==> config.mk <==
export PLATFORM = sky130hd
export DESIGN_NAME = output_interface
export DESIGN_NICKNAME = d
export VERILOG_FILES = /design/src/rtl/output_interface_pkg.sv /design/src/rtl/output_interface_uart_tx.sv /design/src/rtl/output_interface.sv
export SDC_FILE = /design/constraint.sdc
export NUM_CORES = 1
export LEC_CHECK = 0
export ABC_CLOCK_PERIOD_IN_PS = 2400
export CORE_ASPECT_RATIO = 0.7
export CORE_MARGIN = 2
export CORE_UTILIZATION = 46
export DETAILED_ROUTE_END_ITERATION = 16
export HOLD_SLACK_MARGIN = 0.05
export PLACE_DENSITY = 0.68
export SYNTH_ARGS = -nofsm -noshare
export SYNTH_HDL_FRONTEND = slang
export SYNTH_SLANG_ARGS = --single-unit
==> constraint.sdc <==
create_clock -name clk -period 2.4 [get_ports clk]
set_input_delay 0.6 -clock clk [delete_from_list [all_inputs] [get_ports clk]]
set_output_delay 0.6 -clock clk [all_outputs]
set_load 0.01 [all_outputs]
==> src/rtl/output_interface_pkg.sv <==
// Shared image definitions: picture geometry, pixel/address widths and FSM state types
// for the BRAM-to-UART picture transmitter.
package output_interface_pkg;

    localparam int PIXELS_DEF = 276185;
    localparam int PIX_W      = 18;
    localparam int ADDR_W     = 19;

    typedef enum logic [2:0] {
        IDLE,
        FETCH,
        LATCH,
        SEND,
        WAIT_TX,
        DONE
    } state_t;

    typedef enum logic [2:0] {
        TX_IDLE,
        TX_START,
        TX_DATA,
        TX_STOP,
        TX_CLEANUP
    } tx_state_t;

    // Colour field idx (0=R, 1=G, 2=B) widened to a byte with its 6 bits in the MSBs.
    function automatic logic [7:0] color_byte(input logic [PIX_W-1:0] pix, input logic [1:0] idx);
        case (idx)
            2'd0:    return {pix[17:12], 2'b00};
            2'd1:    return {pix[11:6], 2'b00};
            default: return {pix[5:0], 2'b00};
        endcase
    endfunction

endpackage

==> src/rtl/output_interface_uart_tx.sv <==
// 8N1 UART serializer, LSB first, idle high; Tx_Done pulses for one cycle after the stop bit.
module uart_tx
    import output_interface_pkg::*;
#(
    parameter int CLKS_PER_BIT = 100
) (
    input  logic       clk,
    input  logic       reset,
    input  logic       Tx_DV,
    input  logic [7:0] Tx_Byte,
    output logic       Tx_Serial,
    output logic       Tx_Active,
    output logic       Tx_Done
);

    localparam int CNT_W = ($clog2(CLKS_PER_BIT) > 0) ? $clog2(CLKS_PER_BIT) : 1;

    tx_state_t        r_state;
    logic [CNT_W-1:0] r_cnt;
    logic [2:0]       r_bit;
    logic [7:0]       r_byte;
    logic             r_serial;
    logic             r_active;
    logic             r_done;
    logic             w_bit_end;

    assign w_bit_end = (r_cnt == CNT_W'(CLKS_PER_BIT - 1));

    always_ff @(posedge clk or negedge reset) begin
        if (!reset) begin
            r_state  <= TX_IDLE;
            r_cnt    <= '0;
            r_bit    <= '0;
            r_byte   <= '0;
            r_serial <= 1'b1;
            r_active <= 1'b0;
            r_done   <= 1'b0;
        end else begin
            r_done <= 1'b0;
            case (r_state)
                TX_IDLE: begin
                    if (Tx_DV) begin
                        r_byte   <= Tx_Byte;
                        r_serial <= 1'b0;
                        r_active <= 1'b1;
                        r_cnt    <= '0;
                        r_state  <= TX_START;
                    end
                end
                TX_START: begin
                    if (w_bit_end) begin
                        r_cnt    <= '0;
                        r_bit    <= '0;
                        r_serial <= r_byte[0];
                        r_state  <= TX_DATA;
                    end else begin
                        r_cnt <= r_cnt + 1'b1;
                    end
                end
                TX_DATA: begin
                    if (w_bit_end) begin
                        r_cnt <= '0;
                        if (r_bit == 3'd7) begin
                            r_serial <= 1'b1;
                            r_state  <= TX_STOP;
                        end else begin
                            r_bit    <= r_bit + 3'd1;
                            r_serial <= r_byte[r_bit + 3'd1];
                        end
                    end else begin
                        r_cnt <= r_cnt + 1'b1;
                    end
                end
                TX_STOP: begin
                    if (w_bit_end) begin
                        r_cnt    <= '0;
                        r_active <= 1'b0;
                        r_done   <= 1'b1;
                        r_state  <= TX_CLEANUP;
                    end else begin
                        r_cnt <= r_cnt + 1'b1;
                    end
                end
                TX_CLEANUP: r_state <= TX_IDLE;
                default:    r_state <= TX_IDLE;
            endcase
        end
    end

    assign Tx_Serial = r_serial;
    assign Tx_Active = r_active;
    assign Tx_Done   = r_done;

endmodule

==> src/rtl/output_interface.sv <==
// Reads a stored picture from BRAM pixel by pixel and sends each pixel as three UART
// bytes (R, G, B), each colour's 6 bits placed in the byte MSBs.
module output_interface
    import output_interface_pkg::*;
#(
    parameter int PIXELS       = PIXELS_DEF,
    parameter int CLKS_PER_BIT = 100,
    parameter int RD_LATENCY   = 2
) (
    input  logic              clk,
    input  logic              reset,
    input  logic              start,
    input  logic [PIX_W-1:0]  r_data,
    output logic [ADDR_W-1:0] r_address,
    output logic              uart_tx,
    output logic              busy,
    output logic              done
);

    state_t            r_state;
    logic [ADDR_W-1:0] r_addr;
    logic [1:0]        r_index;
    logic [PIX_W-1:0]  r_pixel;
    logic [1:0]        r_wait;
    logic              r_busy;
    logic              r_done;
    logic              w_tx_dv;
    logic [7:0]        w_tx_byte;
    logic              w_tx_active;
    logic              w_tx_done;

    // SEND only hands a byte over once the serializer is free, so the valid is a single cycle.
    assign w_tx_dv   = (r_state == SEND) && !w_tx_active;
    assign w_tx_byte = color_byte(r_pixel, r_index);

    always_ff @(posedge clk or negedge reset) begin
        if (!reset) begin
            r_state <= IDLE;
            r_addr  <= '0;
            r_index <= '0;
            r_pixel <= '0;
            r_wait  <= '0;
            r_busy  <= 1'b0;
            r_done  <= 1'b0;
        end else begin
            case (r_state)
                IDLE, DONE: begin
                    if (start) begin
                        r_addr  <= '0;
                        r_index <= '0;
                        r_wait  <= '0;
                        r_busy  <= 1'b1;
                        r_done  <= 1'b0;
                        r_state <= FETCH;
                    end
                end
                FETCH: begin
                    if (r_wait == 2'(RD_LATENCY - 1)) begin
                        r_wait  <= '0;
                        r_state <= LATCH;
                    end else begin
                        r_wait <= r_wait + 2'd1;
                    end
                end
                LATCH: begin
                    r_pixel <= r_data;
                    r_state <= SEND;
                end
                SEND: begin
                    if (!w_tx_active) r_state <= WAIT_TX;
                end
                WAIT_TX: begin
                    if (w_tx_done) begin
                        if (r_index != 2'd2) begin
                            r_index <= r_index + 2'd1;
                            r_state <= SEND;
                        end else begin
                            r_index <= '0;
                            if (r_addr == ADDR_W'(PIXELS - 1)) begin
                                r_busy  <= 1'b0;
                                r_done  <= 1'b1;
                                r_state <= DONE;
                            end else begin
                                r_addr  <= r_addr + 1'b1;
                                r_state <= FETCH;
                            end
                        end
                    end
                end
                default: r_state <= IDLE;
            endcase
        end
    end

    uart_tx #(
        .CLKS_PER_BIT(CLKS_PER_BIT)
    ) u_uart_tx (
        .clk      (clk),
        .reset    (reset),
        .Tx_DV    (w_tx_dv),
        .Tx_Byte  (w_tx_byte),
        .Tx_Serial(uart_tx),
        .Tx_Active(w_tx_active),
        .Tx_Done  (w_tx_done)
    );

    assign r_address = r_addr;
    assign busy      = r_busy;
    assign done      = r_done;

endmodule
=== Word-level counts from Yosys, hierarchy flattened ===
Cells that the tools add are included.

* Word-level logic and storage cells: 125
* Register bits: 70
* Output and inout bits: 22
* Input port bits: 21

* Reduce and logical (&&, ||, !) cells: 24
* Equal/unequal tests: 27
* Mux-type cells: 54
* Order comparisons: 1
* Add/sub/neg operators: 5

{| class="wikitable"
|+ Operator list
! cell !! number
|-
| $mux 19 || 4
|-
| $mux 3 || 14
|-
| $pmux 19 s2 || 1
|-
| $add 19x1->19 const B || 1
|-
| $eq 19x19->1 const B || 1
|-
| $mux 1 || 17
|-
| $ne 2x2->1 const B || 8
|-
| $pmux 8 s2 || 1
|-
| $pmux 3 s5 || 1
|-
| $reduce_and 5->1 || 3
|-
| $mux 7 || 2
|-
| $pmux 7 s2 || 1
|-
| $eq 3x2->1 const B || 4
|-
| $ne 2x1->1 const B || 6
|-
| $pmux 3 s4 || 1
|-
| $reduce_and 4->1 || 3
|-
| $reduce_bool 2->1 || 5
|-
| $eq 3x3->1 const B || 3
|-
| $mux 2 || 4
|-
| $pmux 2 s2 || 2
|-
| $add 7x1->7 const B || 1
|-
| $eq 7x7->1 const B || 1
|-
| $eq 3x1->1 const B || 2
|-
| $logic_not 3->1 || 2
|-
| other kinds (16) || 23
|}

=== Depth between registers and ports, before layout ===
* Word-level depth: 6
* Gate-level depth with buffers: 8
* Depth with buffers taken out: 7

=== Cells and area by module ===
A second synthesis with hierarchy kept.

* Cells, all modules: 371
* Area, all modules: 3814.9 um^2

{| class="wikitable"
|+ Modules (own cells, without submodules)
! module !! area an instance (um^2) !! instances !! sequential area each (um^2) !! cells each
|-
| output_interface || 2542.4 || 1 || 1151.1 || 257
|-
| uart_tx || 1272.5 || 1 || 601.8 || 114
|}

=== Worst setup path after synthesis ===
No wires, ideal clock.

* Path type: reg-to-reg
* From: reg u_uart_tx.r_bit[0]
* To: reg u_uart_tx.r_bit[0]
* Library setup time: 125 ps
* Data required time: 2275 ps
* Setup slack: 656 ps
* Period minus slack after synthesis: 1744 ps
* Cell stages (with the launch flop): 7
* Arrival time: 1619 ps
* Cell sequence: dfrtp_1 > ha_1 > ha_1 > nor3b_1 > o21ai_0 > nor2_1 > mux2_2

* Word-level cells in the longest chain between the ends: 4
* Elaborated cells on any way between the ends: 7

{| class="wikitable"
|+ RTL lines
! element !! line !! text
|-
| from (decl) || output_interface_uart_tx.sv:20 || <nowiki>logic [2:0] r_bit;</nowiki>
|-
| from (signal assigned) || output_interface_uart_tx.sv:67 || <nowiki>r_bit <= r_bit + 3'd1;</nowiki>
|-
| $add 3x1->3 || output_interface_uart_tx.sv:67 ||
|-
| $mux 3 || output_interface_uart_tx.sv:63 || <nowiki>if (r_bit == 3'd7) begin</nowiki>
|-
| $mux 3 || output_interface_uart_tx.sv:61 || <nowiki>if (w_bit_end) begin</nowiki>
|-
| $pmux 3 s2 || output_interface_uart_tx.sv:40 || <nowiki>case (r_state)</nowiki>
|}

Parallel ways exist; a longest one is shown, timed or not. The select of a mux whose other input is x is not followed.
A chain may end at the register's enable or synchronous reset.

=== Worst setup path in the final report ===
* From: reg r_addr[3], in the netlist r_address[3]
* To: out r_address[3]

{| class="wikitable"
|+ RTL lines
! element !! line !! text
|-
| from (decl) || output_interface.sv:21 || <nowiki>logic [ADDR_W-1:0] r_addr;</nowiki>
|-
| from (signal assigned) || output_interface.sv:84 || <nowiki>r_addr <= r_addr + 1'b1;</nowiki>
|-
| to (decl) || output_interface.sv:14 || <nowiki>output logic [ADDR_W-1:0] r_address,</nowiki>
|}

No word-level cell between the ends.

==> insert_results.sql <==
INSERT INTO impl_metrics (metric_group, metric, value, unit) VALUES
('placement', 'place.port_buffers', '42', ''),
('cells_and_area', 'final_net_count', '418', ''),
('clock_network', 'clock-root-buffer', 'sky130_fd_sc_hd__clkbuf_8', ''),
('yosys', 'ys_dominant_reg_cell', 'sky130_fd_sc_hd__dfrtp_1', ''),
('worst_setup_path', 'critPathBufInv', '1', ''),
('power_and_ir_drop', 'internal_power_consumption', '2500', 'uW'),
('worst_setup_path', 'cp.depth', '1', ''),
('cells_and_area', 'post_route_cells_drive_above_1_share', '14.4', '%'),
('yosys', 'synth_area', '3550', 'um^2'),
('floorplan', 'cell_row_count', '26', ''),
('power_and_ir_drop', 'power.ir.vdd_worst', '0.402', 'mV'),
('sta', 'transition_at_the_pin_with_the_smallest_max_transition_slack', '0.709', 'ns'),
('power_and_ir_drop', 'cellLeakagePower', '0.00180', 'uW'),
('placement', 'finalWeightedCongestion', '0.819', ''),
('sta', 'max_clock_freq', '469', 'MHz'),
('worst_setup_path', 'worstRegToRegCells', '6', ''),
('run_status', 'result_of_the_run', 'completed', ''),
('clock_network', 'post_cts_resized', '0', ''),
('yosys', 'yosysUniqueCellTypes', '54', ''),
('worst_setup_path', 'timing.critical_path.from_type', 'flip-flop', ''),
('yosys', 'yosys-top-cells-count', 'sky130_fd_sc_hd__dfrtp_1, sky130_fd_sc_hd__o21ai_0, sky130_fd_sc_hd__nand2_1', ''),
('drt', 'vias_per_cell', '5.70', ''),
('drt', 'post_drt_wl_per_cell', '15.8', 'um'),
('power_and_ir_drop', 'power_switching', '1260', 'uW'),
('yosys', 'synthCells', '351', ''),
('placement', 'dpl.cell_count', '479', ''),
('yosys', 'netlist.top_cell.by_area', 'sky130_fd_sc_hd__dfrtp_1', ''),
('clock_network', 'cts_made_buffers', '9', ''),
('grt', 'antenna_found_initial', '0', ''),
('floorplan', 'fp.coreArea', '7380', 'um^2'),
('clock_network', 'worstSkewPairLatency', '0.34', 'ns'),
('sta', 'maxSlewHeadroom', '52.3', '%'),
('clock_network', 'ctsLongestPathBuffers', '2', ''),
('floorplan', 'floorplan.io_pins', '43', ''),
('worst_setup_path', 'cp_cell_sequence', 'clkdlybuf4s50_1', ''),
('cells_and_area', 'area_growth', '19.4', '%'),
('sta', 'fin_worst_skew', '0.00874', 'ns'),
('worst_setup_path', 'worstPathRequired', '1.80', 'ns'),
('worst_setup_path', 'worst_path_max_delay_cell', 'sky130_fd_sc_hd__clkdlybuf4s50_1', ''),
('worst_setup_path', 'critical_path_peak_fanout', '8', ''),
('sta', 'setup_repair_after_global_routing_missed_its_margin', 'false', ''),
('cells_and_area', 'post_layout_nonfiller_instances', '494', ''),
('clock_network', 'postCtsHoldBufs', '0', ''),
('power_and_ir_drop', 'pwr-share-comb', '29.3', '%'),
('cells_and_area', 'finish.utilization', '57.5', '%'),
('clock_network', 'cts_sinks', '68', ''),
('clock_network', 'cts_htree_levels', '3', ''),
('sta', 'post-route-min-period', '2.13', 'ns'),
('grt', 'grt_use_total', '20.6', '%'),
('floorplan', 'floorplan.die.height', '77.5', 'um'),
('power_and_ir_drop', 'pwr-share-seq', '46.2', '%'),
('drt', 'first_iter_violations', '131', ''),
('power_and_ir_drop', 'power.share.clock', '24.5', '%'),
('sta', 'timing.final.max_slew_violations', '0', ''),
('cells_and_area', 'antenna_cells', '0', ''),
('grt', 'grt_overflow', '0', ''),
('yosys', 'synth_seq_area_share', '47.9', '%'),
('grt', 'grt_pass1_wl', '13.6', 'mm'),
('worst_setup_path', 'worstReg2RegStart', 'u_uart_tx.r_cnt[0]', ''),
('clock_network', 'cts_setup_buffers', '0', ''),
('grt', 'grt_pass1_vias', '2742', ''),
('worst_setup_path', 'timing.setup.critical_path_class', 'reg -> out', ''),
('worst_setup_path', 'critical-path-top-delay-family', 'buffers and inverters', ''),
('sta', 'timing.setup.tns', '0', 'ns'),
('clock_network', 'cts_tree', 'built', ''),
('yosys', 'most_area_consuming_cells_after_synthesis', 'sky130_fd_sc_hd__dfrtp_1, sky130_fd_sc_hd__mux2_2, sky130_fd_sc_hd__o21ai_0', ''),
('yosys', 'synthDominantCellAreaShare', '47.2', '%'),
('drt', 'dr_pass1_iterations', '7', ''),
('yosys', 'ys_ff_latch', '68', ''),
('yosys', 'synth-async-reset-ratio', '100', '%'),
('drt', 'final_antenna_net_count', '0', '');
## layout make-up
cell class	count	area, um^2
Tap cell	98	123
Timing Repair Buffer	48	473
Multi-Input combinational cell	257	1720
Clock inverter	4	50.0
Inverter	8	30.0
Sequential cell	68	1700
Clock buffer	11	141
Fill cell	637	3140
## per-layer routing
metal / track usage (%) / part of all wire [%] / vias to the layer above
li1: - / - / 1371
met1: 31.0 / 49 / 1348
met2: 28.1 / 43 / 84
met3: 6.30 / 6.8 / 11
met4: 6.67 / 1.5 / 0
met5: 0 / 0 / -
## registers in the layout, summed over array words and instances, names as in the netlist
register / count
u_uart_tx.Tx_Active: 1
r_wait: 2
u_uart_tx.r_cnt: 7
r_state: 3
u_uart_tx.r_state: 3
done: 1
r_address: 19
busy: 1
r_pixel: 18
u_uart_tx.Tx_Done: 1
r_index: 2
u_uart_tx.r_bit: 3
u_uart_tx.r_byte: 6
u_uart_tx.Tx_Serial: 1
## metrics by stage
stage,hold WS [ns],power [uW],cell area [um^2],setup WS [ns]
floorplan,0.304,2600,3550,0.656
global placement,0.457,2810,4050,0.200
detailed placement,0.470,2860,4050,0.117
CTS,0.272,3800,4240,0.284
global route,0.287,4060,4240,0.142
finish,0.250,3760,4240,0.266
## how the worst min path moves through the flow
stage	to	slack, ns	cells after the start	startpoint
after global placement	u_uart_tx.r_byte[5]	0.46	2	u_uart_tx.r_byte[5]
after CTS	r_address[9]	0.27	2	reset
final	r_pixel[13]	0.25	2	reset
after floorplan	busy	0.30	0	reset
after detailed placement	u_uart_tx.r_byte[6]	0.47	2	u_uart_tx.r_byte[6]
after global routing	r_address[9]	0.29	2	reset
## layout by cell type, fill, tap and decap left out, types with 3 or more instances in the layout
master,Yosys,routed
sky130_fd_sc_hd__nor3_1,7,7
sky130_fd_sc_hd__nor2_1,25,25
sky130_fd_sc_hd__clkdlybuf4s50_1,0,41
sky130_fd_sc_hd__a21oi_1,18,18
sky130_fd_sc_hd__buf_4,2,5
sky130_fd_sc_hd__inv_1,8,8
sky130_fd_sc_hd__o21a_1,3,3
sky130_fd_sc_hd__xor2_1,4,4
sky130_fd_sc_hd__a21o_1,3,3
sky130_fd_sc_hd__and3_1,8,8
sky130_fd_sc_hd__nand2_1,30,30
sky130_fd_sc_hd__mux2_2,24,24
sky130_fd_sc_hd__ha_1,5,5
sky130_fd_sc_hd__dfrtp_1,67,67
sky130_fd_sc_hd__o21ai_0,43,43
sky130_fd_sc_hd__a31oi_1,5,5
sky130_fd_sc_hd__o31ai_1,8,8
sky130_fd_sc_hd__mux2i_1,7,7
sky130_fd_sc_hd__nand3_1,16,16
sky130_fd_sc_hd__clkbuf_8,0,10
sky130_fd_sc_hd__or3_1,4,4
sky130_fd_sc_hd__nor3b_1,4,4
sky130_fd_sc_hd__nand4_1,4,4
sky130_fd_sc_hd__nand2b_1,3,3
## power by group through the flow
stage	clock network [uW]	registers (uW)	logic [uW]
finish	921	1740	1100
global route	1010	1790	1250
CTS	950	1740	1110
detailed placement	0	1760	1100
global placement	0	1740	1070
floorplan	0	1600	1000
## cell families (layout without fill, tap and decap cells)
| family | Yosys count | in the layout | share of synthesized area [%] |
|---|---|---|---|
| muxes | 32 | 32 | 10.2 |
| and+or+nand+nor | 119 | 119 | 19.1 |
| DFF | 68 | 68 | 47.9 |
| adders and majority gates | 5 | 5 | 1.76 |
| buffers and inverters | 26 | 71 | 3.56 |
| AOI/OAI and AO/OA | 97 | 97 | 16.4 |
| xor gates and xnor gates | 4 | 4 | 0.986 |
(Power assumes the default switching activity.)
